===== src/rtl/mmio_pkg.sv =====
// Shared MMIO store-path constants: region codes, MMIO offsets, size codes.
package mmio_pkg;

  // Region codes in addr[31:28]
  localparam logic [3:0] RGN_DMEM = 4'b0001;
  localparam logic [3:0] RGN_IMEM = 4'b0010;
  localparam logic [3:0] RGN_BOTH = 4'b0011;
  localparam logic [3:0] RGN_MMIO = 4'b1000;

  // MMIO register offsets (addr[27:0])
  localparam logic [27:0] OFF_TX   = 28'h000_0008;
  localparam logic [27:0] OFF_CCLR = 28'h000_0018;
  localparam logic [27:0] OFF_BTN  = 28'h000_0020;
  localparam logic [27:0] OFF_LED  = 28'h000_0030;

  // Store size encodings
  localparam logic [1:0] SZ_BYTE = 2'b00;
  localparam logic [1:0] SZ_HALF = 2'b01;
  localparam logic [1:0] SZ_WORD = 2'b10;
  localparam logic [1:0] SZ_RSVD = 2'b11;

  // Decoded store target
  typedef struct packed {
    logic dmem;
    logic imem;
    logic mmio;
  } tgt_t;

  function automatic tgt_t decode_region(input logic [3:0] rgn);
    tgt_t t;
    t.dmem = (rgn == RGN_DMEM) || (rgn == RGN_BOTH);
    t.imem = (rgn == RGN_IMEM) || (rgn == RGN_BOTH);
    t.mmio = (rgn == RGN_MMIO);
    return t;
  endfunction

  // Reserved size counts as misaligned so it can never write anything.
  function automatic logic is_misaligned(input logic [1:0] sz, input logic [1:0] a);
    logic m;
    case (sz)
      SZ_BYTE: m = 1'b0;
      SZ_HALF: m = a[0];
      SZ_WORD: m = (a != 2'b00);
      default: m = 1'b1;
    endcase
    return m;
  endfunction

  function automatic logic [3:0] lane_mask(input logic [1:0] sz, input logic [1:0] a);
    logic [3:0] m;
    case (sz)
      SZ_BYTE: m = 4'b0001 << a;
      SZ_HALF: m = 4'b0011 << a;
      SZ_WORD: m = 4'b1111;
      default: m = 4'b0000;
    endcase
    return m;
  endfunction

  // Replicate the right-aligned store data into every lane it could land in.
  function automatic logic [31:0] lane_data(input logic [1:0] sz, input logic [31:0] d);
    logic [31:0] r;
    case (sz)
      SZ_BYTE: r = {4{d[7:0]}};
      SZ_HALF: r = {2{d[15:0]}};
      default: r = d;
    endcase
    return r;
  endfunction

endpackage


===== src/rtl/mmio_counters.sv =====
// Free-running cycle counter and retired-instruction counter with MMIO clear.
module mmio_counters
  import mmio_pkg::*;
(
  input  logic        clk,
  input  logic        rst_n,
  input  logic        i_clr,
  input  logic        i_retire,
  output logic [31:0] o_cycle,
  output logic [31:0] o_inst
);

  logic [31:0] r_cycle;
  logic [31:0] r_inst;

  // Count every cycle / every retire; a clear store overrides the increment.
  always_ff @(posedge clk or negedge rst_n) begin
    if (!rst_n) begin
      r_cycle <= '0;
      r_inst  <= '0;
    end else if (i_clr) begin
      r_cycle <= '0;
      r_inst  <= '0;
    end else begin
      r_cycle <= r_cycle + 32'd1;
      if (i_retire) r_inst <= r_inst + 32'd1;
    end
  end

  assign o_cycle = r_cycle;
  assign o_inst  = r_inst;

endmodule


===== src/rtl/mmio_wsel.sv =====
// Store write-select: decodes a CPU store into dmem/imem byte-lane writes
// or MMIO side effects (UART TX, counter clear, button pop, LEDs).
module mmio_wsel
  import mmio_pkg::*;
#(
  parameter int LED_W = 6
) (
  input  logic             clk,
  input  logic             rst_n,
  input  logic             we,
  input  logic [31:0]      addr,
  input  logic [31:0]      wdata,
  input  logic [1:0]       size,
  input  logic             inst_retire,
  input  logic             trmt_ready,
  output logic [3:0]       dmem_wea,
  output logic [3:0]       imem_wea,
  output logic [31:0]      dmem_dina,
  output logic [31:0]      imem_dina,
  output logic [7:0]       trmt_data,
  output logic             trmt_valid,
  output logic [31:0]      counter_cycle,
  output logic [31:0]      counter_inst,
  output logic [LED_W-1:0] leds,
  output logic             buttons_rd_en,
  output logic             tx_overrun,
  output logic             misalign
);

  tgt_t        w_tgt;
  logic        w_mis;
  logic        w_ok;
  logic [3:0]  w_mask;
  logic [31:0] w_lanes;
  logic        w_mmio_wr;
  logic [27:0] w_off;
  logic        w_wr_tx;
  logic        w_wr_clr;
  logic        w_wr_btn;
  logic        w_wr_led;
  logic        w_hs;
  logic        w_tx_block;

  logic [7:0]       r_tx_data;
  logic             r_tx_valid;
  logic             r_overrun;
  logic             r_btn;
  logic             r_mis;
  logic [LED_W-1:0] r_leds;

  // Decode: a store only acts if it is valid, aligned and hits a known region.
  assign w_tgt   = decode_region(addr[31:28]);
  assign w_mis   = is_misaligned(size, addr[1:0]);
  assign w_ok    = we && !w_mis;
  assign w_mask  = lane_mask(size, addr[1:0]);
  assign w_lanes = lane_data(size, wdata);
  assign w_off   = addr[27:0];

  // Memory write ports are purely combinational, same cycle as we.
  assign dmem_wea  = (w_ok && w_tgt.dmem) ? w_mask : 4'b0000;
  assign imem_wea  = (w_ok && w_tgt.imem) ? w_mask : 4'b0000;
  assign dmem_dina = w_lanes;
  assign imem_dina = w_lanes;

  assign w_mmio_wr = w_ok && w_tgt.mmio;
  assign w_wr_tx   = w_mmio_wr && (w_off == OFF_TX);
  assign w_wr_clr  = w_mmio_wr && (w_off == OFF_CCLR);
  assign w_wr_btn  = w_mmio_wr && (w_off == OFF_BTN);
  assign w_wr_led  = w_mmio_wr && (w_off == OFF_LED);

  // A TX store is only refused while a byte is held and not being taken now.
  assign w_hs       = r_tx_valid && trmt_ready;
  assign w_tx_block = r_tx_valid && !trmt_ready;

  // UART TX holding register; a store coinciding with a handshake reloads it.
  always_ff @(posedge clk or negedge rst_n) begin
    if (!rst_n) begin
      r_tx_data  <= '0;
      r_tx_valid <= 1'b0;
    end else if (w_wr_tx && !w_tx_block) begin
      r_tx_data  <= wdata[7:0];
      r_tx_valid <= 1'b1;
    end else if (w_hs) begin
      r_tx_valid <= 1'b0;
    end
  end

  // Sticky overrun: a TX store was dropped because the holding reg was busy.
  always_ff @(posedge clk or negedge rst_n) begin
    if (!rst_n)                      r_overrun <= 1'b0;
    else if (w_wr_tx && w_tx_block)  r_overrun <= 1'b1;
  end

  // One-cycle pulses: button FIFO pop and misaligned-store flag.
  always_ff @(posedge clk or negedge rst_n) begin
    if (!rst_n) begin
      r_btn <= 1'b0;
      r_mis <= 1'b0;
    end else begin
      r_btn <= w_wr_btn;
      r_mis <= we && w_mis && (w_tgt.dmem || w_tgt.imem || w_tgt.mmio);
    end
  end

  // LED register.
  always_ff @(posedge clk or negedge rst_n) begin
    if (!rst_n)        r_leds <= '0;
    else if (w_wr_led) r_leds <= wdata[LED_W-1:0];
  end

  mmio_counters u_cnt (
    .clk      (clk),
    .rst_n    (rst_n),
    .i_clr    (w_wr_clr),
    .i_retire (inst_retire),
    .o_cycle  (counter_cycle),
    .o_inst   (counter_inst)
  );

  assign trmt_data     = r_tx_data;
  assign trmt_valid    = r_tx_valid;
  assign tx_overrun    = r_overrun;
  assign buttons_rd_en = r_btn;
  assign misalign      = r_mis;
  assign leds          = r_leds;

endmodule


===== config.mk =====
export PLATFORM = sky130hd
export DESIGN_NAME = mmio_wsel
export DESIGN_NICKNAME = d
export VERILOG_FILES = /design/src/rtl/mmio_pkg.sv /design/src/rtl/mmio_counters.sv /design/src/rtl/mmio_wsel.sv
export SDC_FILE = /design/constraint.sdc
export NUM_CORES = 1
export LEC_CHECK = 0
export ABC_AREA = 1
export CORE_MARGIN = 5
export CORE_UTILIZATION = 39
export DETAILED_ROUTE_END_ITERATION = 8
export PLACE_DENSITY = 0.83
export SYNTH_ARGS = -nofsm -noshare
export SYNTH_HDL_FRONTEND = slang
export SYNTH_SLANG_ARGS = --single-unit

===== constraint.sdc =====
create_clock -name clk -period 2.75 [get_ports clk]
set_clock_uncertainty 0.15 [all_clocks]
set_input_delay 0.55 -clock clk [delete_from_list [all_inputs] [get_ports clk]]
set_output_delay 0.55 -clock clk [all_outputs]
set_load 0.02 [all_outputs]

==> results_tabular.tex, run 1 <==
\begin{tabular}{lr}
\hline
Metric & Value \\
\hline
\multicolumn{2}{l}{\textbf{Run status}} \\
Result of the run & completed \\
\multicolumn{2}{l}{\textbf{STA}} \\
Maximum clock rate & 0.372 GHz \\
Part of the cycle the worst path needs & 97.7\% \\
Least-Margin Pin Slew & 0.629 ns \\
Setup WS post-layout & roughly 0.063 ns \\
Worst slack on hold paths & 0.0184 ns \\
Setup violations, final & 0 \\
Max-slew violation count & 0 \\
Number of hold-slack violations in the final timing report & 0 \\
Rel. slew slack & 57.7\% \\
Final min period & 2.69 ns \\
Setup TNS & 0 ns \\
Unrepaired setup endpoints after global routing & no \\
\multicolumn{2}{l}{\textbf{Worst setup path}} \\
Class of the most critical setup path & input port to primary output \\
Reg2reg end & u\_cnt.o\_cycle[18] \\
Path depth of the worst reg2reg path & 9 \\
Nature of the critical path endpoint & primary output \\
Critical path data arrival time & 1.99 ns \\
Startpoint of the most critical register-to-register path & u\_cnt.o\_cycle[0] \\
CP max-delay cell & sky130\_fd\_sc\_hd\_\_clkdlybuf4s50\_1 \\
Peak fanout along the critical path & 3 \\
Critical Path Source Type & input port \\
Required @ worst endpoint & around 2 ns \\
Slack of the worst reg-to-reg path & 0.81 ns \\
Cell Chain, Critical Path & clkdlybuf4s50\_1 -> buf\_4 -> nand2\_1 -> nand2\_1 -> clkdlybuf4s50\_1 \\
Critical Path Max Stage Delay & roughly 0.63 ns \\
\multicolumn{2}{l}{\textbf{Floorplanning}} \\
Effective utilization at floorplan & about two fifths \\
Vertical extent of the die & approximately 130 um \\
Standard cell core area & 0.0138 mm\^{}2 \\
IO Count & between 200 and 250 \\
Floorplan die width & $\sim$130 um \\
Die footprint & 0.0165 mm\^{}2 \\
Placement Rows & between 40 and 50 \\
\multicolumn{2}{l}{\textbf{Power and ir drop}} \\
Leakage dissipation & between 0.004 and 0.005 uW \\
Power Density & between 400 and 500 mW/mm\^{}2 \\
IR Drop Worst-Case VDD & 0.353 mV \\
\multicolumn{2}{l}{\textbf{Detailed routing}} \\
Via density per instance & 4.84 \\
Overall via count from detail\_route & $\sim$6,000 \\
Iteration-0 DRC Markers & 438 \\
Number of remaining DRC errors & 0 \\
Wire length per cell after detailed routing & approximately 15 um \\
DRT antenna net count & 0 \\
Routed wire length & 18,500 um \\
1st-pass router iterations & 5 \\
\multicolumn{2}{l}{\textbf{Layout}} \\
Number of nets in the final layout & $\sim$1,100 \\
Antenna cells & 0 \\
Post-synthesis to final-layout area growth & 47.7\% \\
Fraction of layout instances using a drive strength above 1 & under 10\% \\
\multicolumn{2}{l}{\textbf{Yosys}} \\
Net count after synthesis & 911 \\
Yosys warns & 0 \\
Cells taking the most area after synthesis & sky130\_fd\_sc\_hd\_\_dfrtp\_1 38\%, sky130\_fd\_sc\_hd\_\_nand2\_1 18\%, sky130\_fd\_sc\_hd\_\_nor2\_1 13\%, sky130\_fd\_sc\_hd\_\_buf\_4 6.0\%, sky130\_fd\_sc\_hd\_\_inv\_1 5.6\% \\
Distinct cell type count after synthesis & 30 \\
Largest area contributor in the netlist & sky130\_fd\_sc\_hd\_\_dfrtp\_1 \\
Flip-flop and latch count after synthesis & 82 \\
Summed instance area of the synthesized netlist & 0.00546 mm\^{}2 \\
Fraction of the yosys area taken by sequential cells & 37.6\% \\
Mean Syn Cell Area & 6.52 um\^{}2 \\
Syn Inst Count & 838 \\
Proportion of netlist area held by the largest area contributor & 37.6\% \\
\multicolumn{2}{l}{\textbf{Clock tree}} \\
Post-CTS Setup Repair Bufs & 0 \\
TritonCTS clock tree & built \\
Hold Buf Count CTS & 0 \\
Buffers from clock root to sink, at most & 2 \\
Later-pin clock latency in the skew report & 0.34 ns \\
H-Tree Level Count & 3 \\
Buffer type at the clock tree root & sky130\_fd\_sc\_hd\_\_clkbuf\_16 \\
Sinks on the clock net & just over 80 \\
Clock transition at the register clock pins on the worst setup and hold paths after CTS & 0.06 ns \\
Number of buffers inserted during clock tree synthesis & 9 \\
\multicolumn{2}{l}{\textbf{Place}} \\
Detail Placement HPWL & 15,100 um \\
Number of buffers added on ports & 224 \\
Setup slack at placement & -0.408 ns \\
Global placement routability congestion & 1.03 \\
\multicolumn{2}{l}{\textbf{Global route}} \\
Overall overflow remaining after global route & 0 \\
Global-route wire length before repair & 29,600 um \\
GRT Resource Usage Total & 22.3\% \\
Largest net degree at the start of global routing & 37 \\
Initial antenna violation count & 0 \\
Vias in the first global route & 6,082 \\
\multicolumn{2}{l}{\textbf{Min path}} \\
Worst hold path class & input port to asynchronous set/reset pin \\
\multicolumn{2}{l}{\textbf{Run}} \\
Number of maximum-capacitance violations & 0 \\
\hline
\end{tabular}
==> logic make-up (layout without fill, tap and decap cells) <==
family / after synthesis / after routing / synth area share [%]
buffers and inverters: 138 / 361 / 12.8
AO/OA/AOI/OAI: 30 / 30 / 3.23
adder cells (fa/ha/maj): 2 / 2 / 0.458
multiplexers: 1 / 1 / 0.183
AND/OR/NAND/NOR: 563 / 563 / 42.2
flip-flops: 82 / 82 / 37.6
XOR/XNOR: 22 / 22 / 3.53
==> timing repair <==
| item | 4_1_cts | 5_1_grt |
|---|---|---|
| cloned | 0 | 0 |
| setup endpoints to repair | 54 | 25 |
| gates resized for setup | 66 | 30 |
| pin swaps | 0 | 0 |
==> layout by cell type, fill, tap and decap left out, types with 2 or more instances in the layout <==
cell                              synthesis  final
sky130_fd_sc_hd__nor2_4                   3      3
sky130_fd_sc_hd__o211ai_1                 5      5
sky130_fd_sc_hd__dlygate4sd2_1            0     20
sky130_fd_sc_hd__and2_1                   2      2
sky130_fd_sc_hd__buf_12                   0      2
sky130_fd_sc_hd__inv_1                   82     81
sky130_fd_sc_hd__nand3_1                 51     49
sky130_fd_sc_hd__o21ai_0                 13     12
sky130_fd_sc_hd__nor2_2                   6      8
sky130_fd_sc_hd__nand2_2                  2      2
sky130_fd_sc_hd__clkinv_2                 0      2
sky130_fd_sc_hd__clkbuf_16                0      9
sky130_fd_sc_hd__buf_2                    3      6
sky130_fd_sc_hd__nand3_2                  1      3
sky130_fd_sc_hd__buf_4                   44     39
sky130_fd_sc_hd__inv_2                    3      4
sky130_fd_sc_hd__xor2_1                  14     14
sky130_fd_sc_hd__bufinv_16                0      2
sky130_fd_sc_hd__o21bai_1                 4      4
sky130_fd_sc_hd__nand2_1                269    269
sky130_fd_sc_hd__clkdlybuf4s50_1          0    178
sky130_fd_sc_hd__nand4_1                 13     13
sky130_fd_sc_hd__dfrtp_1                 82     82
sky130_fd_sc_hd__a21oi_1                  7      7
sky130_fd_sc_hd__nor3_1                  22     22
sky130_fd_sc_hd__clkbuf_2                 0     10
sky130_fd_sc_hd__xnor2_1                  8      8
sky130_fd_sc_hd__ha_1                     2      2
sky130_fd_sc_hd__dlymetal6s2s_1           0      4
sky130_fd_sc_hd__nor2_1                 191    189
==> routing by layer <==
metal  track usage [%]  part of all wire, %  routed length, um  up-vias
met2              39.4                   50               9290      211
met4              8.99                  4.1                750        0
met5                 0                    0                  0        -
met3              5.98                  7.3               1340       47
li1                  -                    -                  -     3001
met1              25.6                   38               7100     2746
==> per-stage QoR <==
stage                     instance area, um^2  cells  utilization, %  total power [uW]
after global placement                   7840   1225            56.7              2320
after global routing                     8070   1241            58.4              3750
final                                    8070   1241            58.4              3580
after floorplan                          5460    838               -              1850
after CTS                                8090   1241            58.5              3610
after detailed placement                 7840   1225            56.7              2330
==> worst max-delay path by stage <==
| stage | startpoint | to | slack, ns | cells past startpoint |
|---|---|---|---|---|
| floorplan | size[1] | imem_dina[10] | 0.26 | 5 |
| global placement | size[1] | dmem_dina[12] | -0.42 | 7 |
| detailed placement | size[1] | imem_dina[9] | -0.41 | 5 |
| CTS | size[0] | imem_dina[12] | -0.001 | 7 |
| global route | wdata[4] | dmem_dina[20] | 0.003 | 5 |
| finish | wdata[4] | dmem_dina[20] | 0.06 | 5 |
==> cell usage after synthesis <==
master / number
sky130_fd_sc_hd__or2_2: 1
sky130_fd_sc_hd__nor3_1: 22
sky130_fd_sc_hd__buf_1: 1
sky130_fd_sc_hd__nand2_2: 2
sky130_fd_sc_hd__and2_1: 2
sky130_fd_sc_hd__ha_1: 2
sky130_fd_sc_hd__mux2i_1: 1
sky130_fd_sc_hd__inv_1: 82
sky130_fd_sc_hd__nand3_1: 51
sky130_fd_sc_hd__nand3b_1: 1
sky130_fd_sc_hd__nand3_2: 1
sky130_fd_sc_hd__nand4_2: 1
sky130_fd_sc_hd__nand2_1: 269
sky130_fd_sc_hd__clkbuf_1: 3
sky130_fd_sc_hd__nor2_2: 6
sky130_fd_sc_hd__dfrtp_1: 82
sky130_fd_sc_hd__nor2_4: 3
sky130_fd_sc_hd__nand4_1: 13
sky130_fd_sc_hd__xnor2_1: 8
sky130_fd_sc_hd__nor2_1: 191
sky130_fd_sc_hd__buf_2: 3
sky130_fd_sc_hd__inv_2: 3
sky130_fd_sc_hd__o21bai_1: 4
sky130_fd_sc_hd__xor2_1: 14
sky130_fd_sc_hd__buf_6: 2
sky130_fd_sc_hd__o211ai_1: 5
sky130_fd_sc_hd__o221ai_1: 1
sky130_fd_sc_hd__o21ai_0: 13
sky130_fd_sc_hd__a21oi_1: 7
sky130_fd_sc_hd__buf_4: 44
==> critical path: cells and delay by family <==
kind | cells | cell delay, ns
buffers and inverters | 3 | 1.32
and+or+nand+nor | 2 | 0.12
==> state kept, by name, indices dropped and copies added, names as in the netlist <==
name / cells
u_cnt.o_cycle: 32
u_cnt.o_inst: 32
trmt_data: 8
leds: 6
buttons_rd_en: 1
misalign: 1
trmt_valid: 1
tx_overrun: 1
==> where the power goes <==
group / internal, uW / switching, uW
sequential: 1270 / 91.3
combinational: 424 / 491
clock: 817 / 486
total: 2510 / 1070
==> area by class of cell <==
class	count	area (um^2)
clock inverter	5	77.6
timing repair buffer	260	2430
sequential	82	2050
multi-input combinational	618	2730
fill	1285	5760
tap	180	225
inverter	85	319
clock buffer	11	243
Power figures use the tool's default switching activity.
==> inputs of run 2 (changes only) <==
--- a/config.mk
+++ b/config.mk
@@ -6,7 +6,6 @@
 export NUM_CORES = 1
 export LEC_CHECK = 0
 export ABC_AREA = 1
-export CORE_MARGIN = 5
 export CORE_UTILIZATION = 39
 export DETAILED_ROUTE_END_ITERATION = 8
 export PLACE_DENSITY = 0.83
==> results_tabular.tex, run 2 (synthesis results as in run 1) <==
\begin{tabular}{lr}
\hline
Metric & Value \\
\hline
\multicolumn{2}{l}{\textbf{Place}} \\
Detail Placement HPWL & 14,300 um (-5.0\%) \\
Number of buffers added on ports & 224 (unchanged) \\
Total placed instance area & 0.00785 mm\^{}2 (+0.22\%) \\
Global placement routability congestion & 0.937 (-9.0\%) \\
\multicolumn{2}{l}{\textbf{STA}} \\
Part of the cycle the worst path needs & 97.6\% (about the same) \\
Maximum clock rate & 0.372 GHz (about the same) \\
Setup violations, final & 0 (unchanged) \\
Rel. slew slack & 60.8\% (+3.1 points) \\
Max-slew violation count & 0 (unchanged) \\
Worst slack on hold paths & 0.0683 ns (+0.0499 ns) \\
Final min period & 2.68 ns (-0.00225 ns) \\
Least-Margin Pin Slew & 0.584 ns (-0.0458 ns) \\
Setup TNS & 0 ns (unchanged) \\
Number of hold-slack violations in the final timing report & 0 (unchanged) \\
Unrepaired setup endpoints after global routing & no \\
\multicolumn{2}{l}{\textbf{Layout}} \\
Design area & 0.00816 mm\^{}2 (+1.1\%) \\
Antenna cells & 0 (unchanged) \\
Most common cell after layout, fill and taps aside & sky130\_fd\_sc\_hd\_\_nand2\_1 \\
Number of nets in the final layout & 1,130 (+0.089\%) \\
Post-synthesis to final-layout area growth & 49.4\% \\
Fraction of layout instances using a drive strength above 1 & 9.32\% (+0.46 points) \\
Commonest cells after routing, fill and taps aside & 269 x sky130\_fd\_sc\_hd\_\_nand2\_1, 188 x sky130\_fd\_sc\_hd\_\_nor2\_1, 173 x sky130\_fd\_sc\_hd\_\_clkdlybuf4s50\_1, 82 x sky130\_fd\_sc\_hd\_\_dfrtp\_1, 80 x sky130\_fd\_sc\_hd\_\_inv\_1 \\
\multicolumn{2}{l}{\textbf{Power and ir drop}} \\
IR Drop Worst-Case VDD & 0.340 mV (-3.7\%) \\
Leakage dissipation & 0.00414 uW (+1.8\%) \\
Power Density & 460 mW/mm\^{}2 (+3.6\%) \\
Sequential cell fraction of total power & 36.3\% (-1.8 points) \\
Proportion of total power due to net switching & 28.7\% (-1.1 points) \\
Clock network power share & 39.1\% (+2.7 points) \\
Comb pwr share & 24.6\% (-0.9 points) \\
Switching power summed over all nets & 1080 uW (+0.91\%) \\
Internal power consumption & 2680 uW (+6.5\%) \\
\multicolumn{2}{l}{\textbf{Worst setup path}} \\
Class of the most critical setup path & input port to primary output \\
Critical path data arrival time & 1.98 ns (about the same) \\
Peak fanout along the critical path & 5 (+2) \\
Required @ worst endpoint & 2.05 ns (about the same) \\
Critical Path Source Type & input port \\
Nature of the critical path endpoint & primary output \\
\multicolumn{2}{l}{\textbf{Global route}} \\
Largest net degree at the start of global routing & 45 (+22\%) \\
Global-route wire length before repair & 28,200 um (-4.6\%) \\
Overall overflow remaining after global route & 0 (unchanged) \\
Most congested layer reported by global routing & met2 \\
GRT Resource Usage Total & 24.9\% (+2.6 points) \\
Initial antenna violation count & 0 (unchanged) \\
Grt met3 use & 4.72\% (-1.3 points) \\
Global routing met1 resource utilization & 30.2\% (+4.6 points) \\
Met2 track demand over resource in global routing & 43.9\% (+4.4 points) \\
Vias in the first global route & 5,783 (-4.9\%) \\
\multicolumn{2}{l}{\textbf{Detailed routing}} \\
Overall via count from detail\_route & 6,102 (+1.6\%) \\
Routed wire length & 18,000 um (-2.4\%) \\
Via density per instance & 4.93 (+1.9\%) \\
Iteration-0 DRC Markers & 409 (-6.6\%) \\
Wire length per cell after detailed routing & 14.6 um (-2.2\%) \\
DRT antenna net count & 0 (unchanged) \\
1st-pass router iterations & 5 (unchanged) \\
Number of remaining DRC errors & 0 (unchanged) \\
\multicolumn{2}{l}{\textbf{Floorplanning}} \\
Floorplan die width & 120 um (-6.2\%) \\
IO Count & 225 (unchanged) \\
Effective utilization at floorplan & 40.6\% (+1.1 points) \\
Standard cell core area & 0.0135 mm\^{}2 (-2.7\%) \\
Die footprint & 0.0145 mm\^{}2 (-12\%) \\
Vertical extent of the die & 120 um (-6.2\%) \\
Placement Rows & 42 (-2.3\%) \\
\multicolumn{2}{l}{\textbf{Min path}} \\
Worst hold path class & input port to asynchronous set/reset pin \\
\multicolumn{2}{l}{\textbf{Clock tree}} \\
Later-pin clock latency in the skew report & 0.34 ns (about the same) \\
Clock transition at the register clock pins on the worst setup and hold paths after CTS & 0.06 ns (about the same) \\
TritonCTS clock tree & built \\
H-Tree Level Count & 3 (unchanged) \\
Buffers from clock root to sink, at most & 2 (unchanged) \\
Post-CTS Setup Repair Bufs & 0 (unchanged) \\
Number of buffers inserted during clock tree synthesis & 9 (unchanged) \\
Buffer type at the clock tree root & sky130\_fd\_sc\_hd\_\_clkbuf\_16 \\
Sinks on the clock net & 82 (unchanged) \\
\multicolumn{2}{l}{\textbf{Run}} \\
Number of maximum-capacitance violations & 0 (unchanged) \\
\multicolumn{2}{l}{\textbf{Run status}} \\
Result of the run & completed \\
\hline
\end{tabular}
-- run 2: changes by cell type in the layout (fill, tap and decap cells not counted), sizes merged --
cell / previous run / this run
clkdlybuf4s50: 178 / 173
dlymetal6s2s: 4 / 9
clkdlybuf4s15: 1 / 5
dlygate4sd2: 20 / 16
bufinv: 2 / 4
clkbuf: 21 / 19
buf: 47 / 48
-- run 2: layout make-up --
type	count	area (um^2)
fillers	1233	5290
multi-input cells	618	2740
repair buffers	261	2470
flip-flops and latches	82	2050
inverters	85	319
clock buffers	9	225
well taps	176	220
clock inverters	7	141
-- run 2: per-stage QoR --
step / utilization, % / setup slack [ns] / cells / total power (uW)
6_report: 60.7 / 0.0653 / 1238 / 3750
4_1_cts: 60.9 / 0.00134 / 1238 / 3790
3_3_place_gp: 58.4 / -0.485 / 1222 / 2320
2_1_floorplan: - / 0.256 / 838 / 1850
5_1_grt: 60.7 / 0.00212 / 1238 / 3930
3_5_place_dp: 58.4 / -0.494 / 1222 / 2340
-- run 2: path summary, 6_finish.rpt --
path | startpoint | end | slack, ns | depth (start not counted)
max in group asynchronous | rst_n | u_cnt.o_inst[13] | 1.76 | 2
min in group clk | leds[5] | leds[5] | 0.32 | 2
hold / removal | rst_n | u_cnt.o_cycle[0] | 0.07 | 1
hold reg to reg | leds[5] | leds[5] | 0.32 | 2
setup reg to reg | u_cnt.o_cycle[0] | u_cnt.o_cycle[18] | 0.80 | 9
setup / recovery | wdata[2] | imem_dina[18] | 0.07 | 5
-- run 2: worst max-delay path, cell delays in order --
cell and delay (ns):
sky130_fd_sc_hd__clkdlybuf4s50_1 0.50, sky130_fd_sc_hd__buf_4 0.16, sky130_fd_sc_hd__nand2_1 0.06, sky130_fd_sc_hd__nand2_1 0.08
sky130_fd_sc_hd__clkdlybuf4s50_1 0.62
-- run 2: repair_timing --
action | 4_1_cts | 5_1_grt
pin swaps | 0 | 1
endpoints found under the setup margin | 55 | 31
hold buffers | 0 | 0
resized for setup | 66 | 49
-- run 2: power by group through the flow --
| stage | sequential [uW] | clock, uW | combinational [uW] |
|---|---|---|---|
| floorplan | 1440 | 0 | 407 |
| global placement | 1380 | 0 | 944 |
| detailed placement | 1380 | 0 | 952 |
| CTS | 1360 | 1490 | 934 |
| global route | 1370 | 1550 | 1000 |
| finish | 1360 | 1470 | 922 |
-- run 2: routing by layer --
layer	wire [um]	up-vias
met5	0	-
met4	572	0
met3	1100	35
met2	9150	233
met1	7210	2831
li1	-	3003
==> inputs of run 3 (changes only) <==
--- a/config.mk
+++ b/config.mk
@@ -9,6 +9,7 @@
 export CORE_UTILIZATION = 39
 export DETAILED_ROUTE_END_ITERATION = 8
 export PLACE_DENSITY = 0.83
+export RECOVER_POWER = 50
 export SYNTH_ARGS = -nofsm -noshare
 export SYNTH_HDL_FRONTEND = slang
 export SYNTH_SLANG_ARGS = --single-unit
==> constraint.sdc (replaced) <==
create_clock -name clk -period 2.75 [get_ports clk]
set_clock_uncertainty 0.15 [all_clocks]
set_input_delay 0.55 -clock clk [delete_from_list [all_inputs] [get_ports clk]]
set_output_delay 0.55 -clock clk [all_outputs]
set_load 0.1 [all_outputs]
==> results_tabular.tex, run 3 (synthesis results as in run 1) <==
\begin{tabular}{lr}
\hline
Metric & Value \\
\hline
\multicolumn{2}{l}{\textbf{Run status}} \\
Result of the run & completed \\
\multicolumn{2}{l}{\textbf{Global route}} \\
GRT Resource Usage Total & 25.9\% (+1.0 points) \\
Global-route wire length before repair & 29,200 um (+3.4\%) \\
Met2 track demand over resource in global routing & 47.1\% (+3.2 points) \\
Initial antenna violation count & 2 (+2) \\
Overall overflow remaining after global route & 0 (unchanged) \\
Vias in the first global route & 5,990 (+3.6\%) \\
Grt met3 use & 6.56\% (+1.8 points) \\
Most congested layer reported by global routing & met2 \\
Global routing met1 resource utilization & 28.3\% (-1.8 points) \\
Largest net degree at the start of global routing & 43 (-4.4\%) \\
\multicolumn{2}{l}{\textbf{Clock tree}} \\
Buffers from clock root to sink, at most & 2 (unchanged) \\
Hold Buf Count CTS & 0 (unchanged) \\
Buffer type at the clock tree root & sky130\_fd\_sc\_hd\_\_clkbuf\_16 \\
Clock transition at the register clock pins on the worst setup and hold paths after CTS & 0.06 ns (about the same) \\
Number of buffers inserted during clock tree synthesis & 9 (unchanged) \\
Later-pin clock latency in the skew report & 0.34 ns (about the same) \\
Sinks on the clock net & 82 (unchanged) \\
TritonCTS clock tree & built \\
H-Tree Level Count & 3 (unchanged) \\
\multicolumn{2}{l}{\textbf{Power and ir drop}} \\
Internal power consumption & 2640 uW (-1.2\%) \\
Sequential cell fraction of total power & 29.4\% (-6.9 points) \\
IR Drop Worst-Case VDD & 0.345 mV (+1.7\%) \\
Proportion of total power due to net switching & 42.8\% (+14 points) \\
Switching power summed over all nets & 1980 uW (+84\%) \\
Power Density & 536 mW/mm\^{}2 (+17\%) \\
Clock network power share & 28.2\% (-11 points) \\
Comb pwr share & 42.4\% (+18 points) \\
Leakage dissipation & 0.00420 uW (+1.4\%) \\
\multicolumn{2}{l}{\textbf{Detailed routing}} \\
DRT antenna net count & 0 (unchanged) \\
Routed wire length & 18,800 um (+4.2\%) \\
Via density per instance & 4.96 (+0.57\%) \\
Wire length per cell after detailed routing & 15.2 um (+4.3\%) \\
1st-pass router iterations & 5 (unchanged) \\
Number of remaining DRC errors & 0 (unchanged) \\
Overall via count from detail\_route & 6,132 (+0.49\%) \\
Iteration-0 DRC Markers & 413 (+0.98\%) \\
\multicolumn{2}{l}{\textbf{Layout}} \\
Most common cell after layout, fill and taps aside & sky130\_fd\_sc\_hd\_\_nand2\_1 \\
Design area & 0.00863 mm\^{}2 (+5.7\%) \\
Commonest cells after routing, fill and taps aside & 258 x sky130\_fd\_sc\_hd\_\_nand2\_1, 181 x sky130\_fd\_sc\_hd\_\_nor2\_1, 82 x sky130\_fd\_sc\_hd\_\_dfrtp\_1, 78 x sky130\_fd\_sc\_hd\_\_inv\_1 \\
Fraction of layout instances using a drive strength above 1 & 17.1\% (+7.8 points) \\
Number of nets in the final layout & 1,127 (-0.27\%) \\
Post-synthesis to final-layout area growth & 57.9\% \\
Utilization after layout & 64.1\% (+3.5 points) \\
\multicolumn{2}{l}{\textbf{Worst setup path}} \\
Reg2reg end & u\_cnt.o\_cycle[18] \\
Critical path data arrival time & 1.96 ns (-0.02 ns) \\
Critical Path Source Type & input port \\
Cell Chain, Critical Path & clkdlybuf4s50\_1 -> inv\_1 -> nand2\_1 -> nand2\_2 -> nand4\_2 -> inv\_2 -> nand3\_4 -> nor2\_2 -> buf\_12 \\
Required @ worst endpoint & 2.05 ns (about the same) \\
Startpoint of the most critical register-to-register path & u\_cnt.o\_cycle[0] \\
Path depth of the worst reg2reg path & 9 (unchanged) \\
Critical Path Max Stage Delay & 0.42 ns (-0.20 ns) \\
Nature of the critical path endpoint & primary output \\
Class of the most critical setup path & input port to primary output \\
Slack of the worst reg-to-reg path & 0.79 ns (about the same) \\
Peak fanout along the critical path & 4 (-1) \\
CP max-delay cell & sky130\_fd\_sc\_hd\_\_clkdlybuf4s50\_1 \\
\multicolumn{2}{l}{\textbf{Place}} \\
Detail Placement HPWL & 15,100 um (+5.4\%) \\
Number of buffers added on ports & 224 (unchanged) \\
Global placement routability congestion & 0.987 (+5.4\%) \\
Total placed instance area & 0.00853 mm\^{}2 (+8.6\%) \\
\multicolumn{2}{l}{\textbf{STA}} \\
Max-slew violation count & 0 (unchanged) \\
Setup violations, final & 0 (unchanged) \\
Final min period & 2.66 ns (-0.0223 ns) \\
Number of hold-slack violations in the final timing report & 0 (unchanged) \\
Setup TNS & 0 ns (unchanged) \\
Least-Margin Pin Slew & 1.26 ns (+0.677 ns) \\
Rel. slew slack & 16.3\% (-44 points) \\
Maximum clock rate & 0.376 GHz (+0.84\%) \\
Part of the cycle the worst path needs & 96.8\% (-0.81 points) \\
\multicolumn{2}{l}{\textbf{Min path}} \\
Worst hold path class & input port to asynchronous set/reset pin \\
\multicolumn{2}{l}{\textbf{Floorplanning}} \\
Vertical extent of the die & 120 um (unchanged) \\
Placement Rows & 42 (unchanged) \\
Standard cell core area & 0.0135 mm\^{}2 (unchanged) \\
IO Count & 225 (unchanged) \\
Die footprint & 0.0145 mm\^{}2 (unchanged) \\
Floorplan die width & 120 um (unchanged) \\
Effective utilization at floorplan & 40.6\% (unchanged) \\
\multicolumn{2}{l}{\textbf{Run}} \\
Number of maximum-capacitance violations & 0 (unchanged) \\
\hline
\end{tabular}
run 3: cell count changes in the layout (fill, tap and decap cells not counted), moves of 6 or more:
cell and change:
sky130_fd_sc_hd__dlygate4sd2_1 -14, sky130_fd_sc_hd__nor2_1 -7, sky130_fd_sc_hd__clkbuf_2 -8, sky130_fd_sc_hd__buf_2 -6, sky130_fd_sc_hd__nand2_2 +8, sky130_fd_sc_hd__nand2_1 -11
sky130_fd_sc_hd__dlymetal6s2s_1 -8, sky130_fd_sc_hd__buf_12 +73, sky130_fd_sc_hd__clkdlybuf4s50_1 -107, sky130_fd_sc_hd__clkbuf_1 +76, sky130_fd_sc_hd__nor2_4 +9
run 3: repair_timing:
item	CTS	global route
pin swaps	3	2
buffers inserted	0	0
gates resized for setup	8	11
setup endpoints to repair	20	8
run 3: layout make-up:
class / count / area [um^2]
antenna: 2 / 5.00
clock buffer: 11 / 243
clock inverter: 5 / 77.6
fill: 1194 / 4820
inverter: 85 / 327
multi-input combinational: 618 / 2930
sequential: 82 / 2050
tap: 176 / 220
timing repair buffer: 258 / 2780
run 3: per-stage QoR:
stage / std cells / setup WS [ns] / total power, uW / hold WS, ns
after CTS: 1235 / 0.0136 / 4700 / 0.0632
after global routing: 1237 / -0.0284 / 4780 / 0.326
final: 1237 / 0.0877 / 4630 / 0.242
after floorplan: 838 / -0.722 / 2720 / 0.104
after global placement: 1219 / -0.0671 / 3370 / 0.310
after detailed placement: 1219 / -0.103 / 3390 / 0.314
run 3: per-layer routing:
| layer | wire (um) | part of all wire, % |
|---|---|---|
| met5 | 0 | 0 |
| met2 | 9680 | 51 |
| met4 | 573 | 3.0 |
| met3 | 1520 | 8.1 |
| met1 | 7020 | 37 |
run 3: how the worst max path moves through the flow:
| stage | start | to | slack (ns) | depth (start not counted) |
|---|---|---|---|---|
| final | addr[1] | imem_wea[1] | 0.09 | 9 |
| after global routing | addr[1] | imem_wea[1] | -0.03 | 9 |
| after CTS | addr[0] | dmem_wea[2] | 0.01 | 9 |
| after detailed placement | size[0] | imem_dina[25] | -0.10 | 8 |
| after global placement | size[1] | dmem_wea[3] | -0.07 | 8 |
| after floorplan | size[0] | imem_dina[24] | -0.72 | 5 |
run 3: power by group through the flow:
stage	Combinational [uW]	Sequential, uW	Clock (uW)
after floorplan	886	1830	0
after global placement	1990	1380	0
after detailed placement	2010	1380	0
after CTS	2010	1360	1330
after global routing	2040	1370	1360
final	1960	1360	1300
run 3: worst max-delay path, delay by kind of cell:
kind / cells / cell delay (ns)
buffers and inverters: 4 / 0.83
AND/OR/NAND/NOR: 5 / 0.58
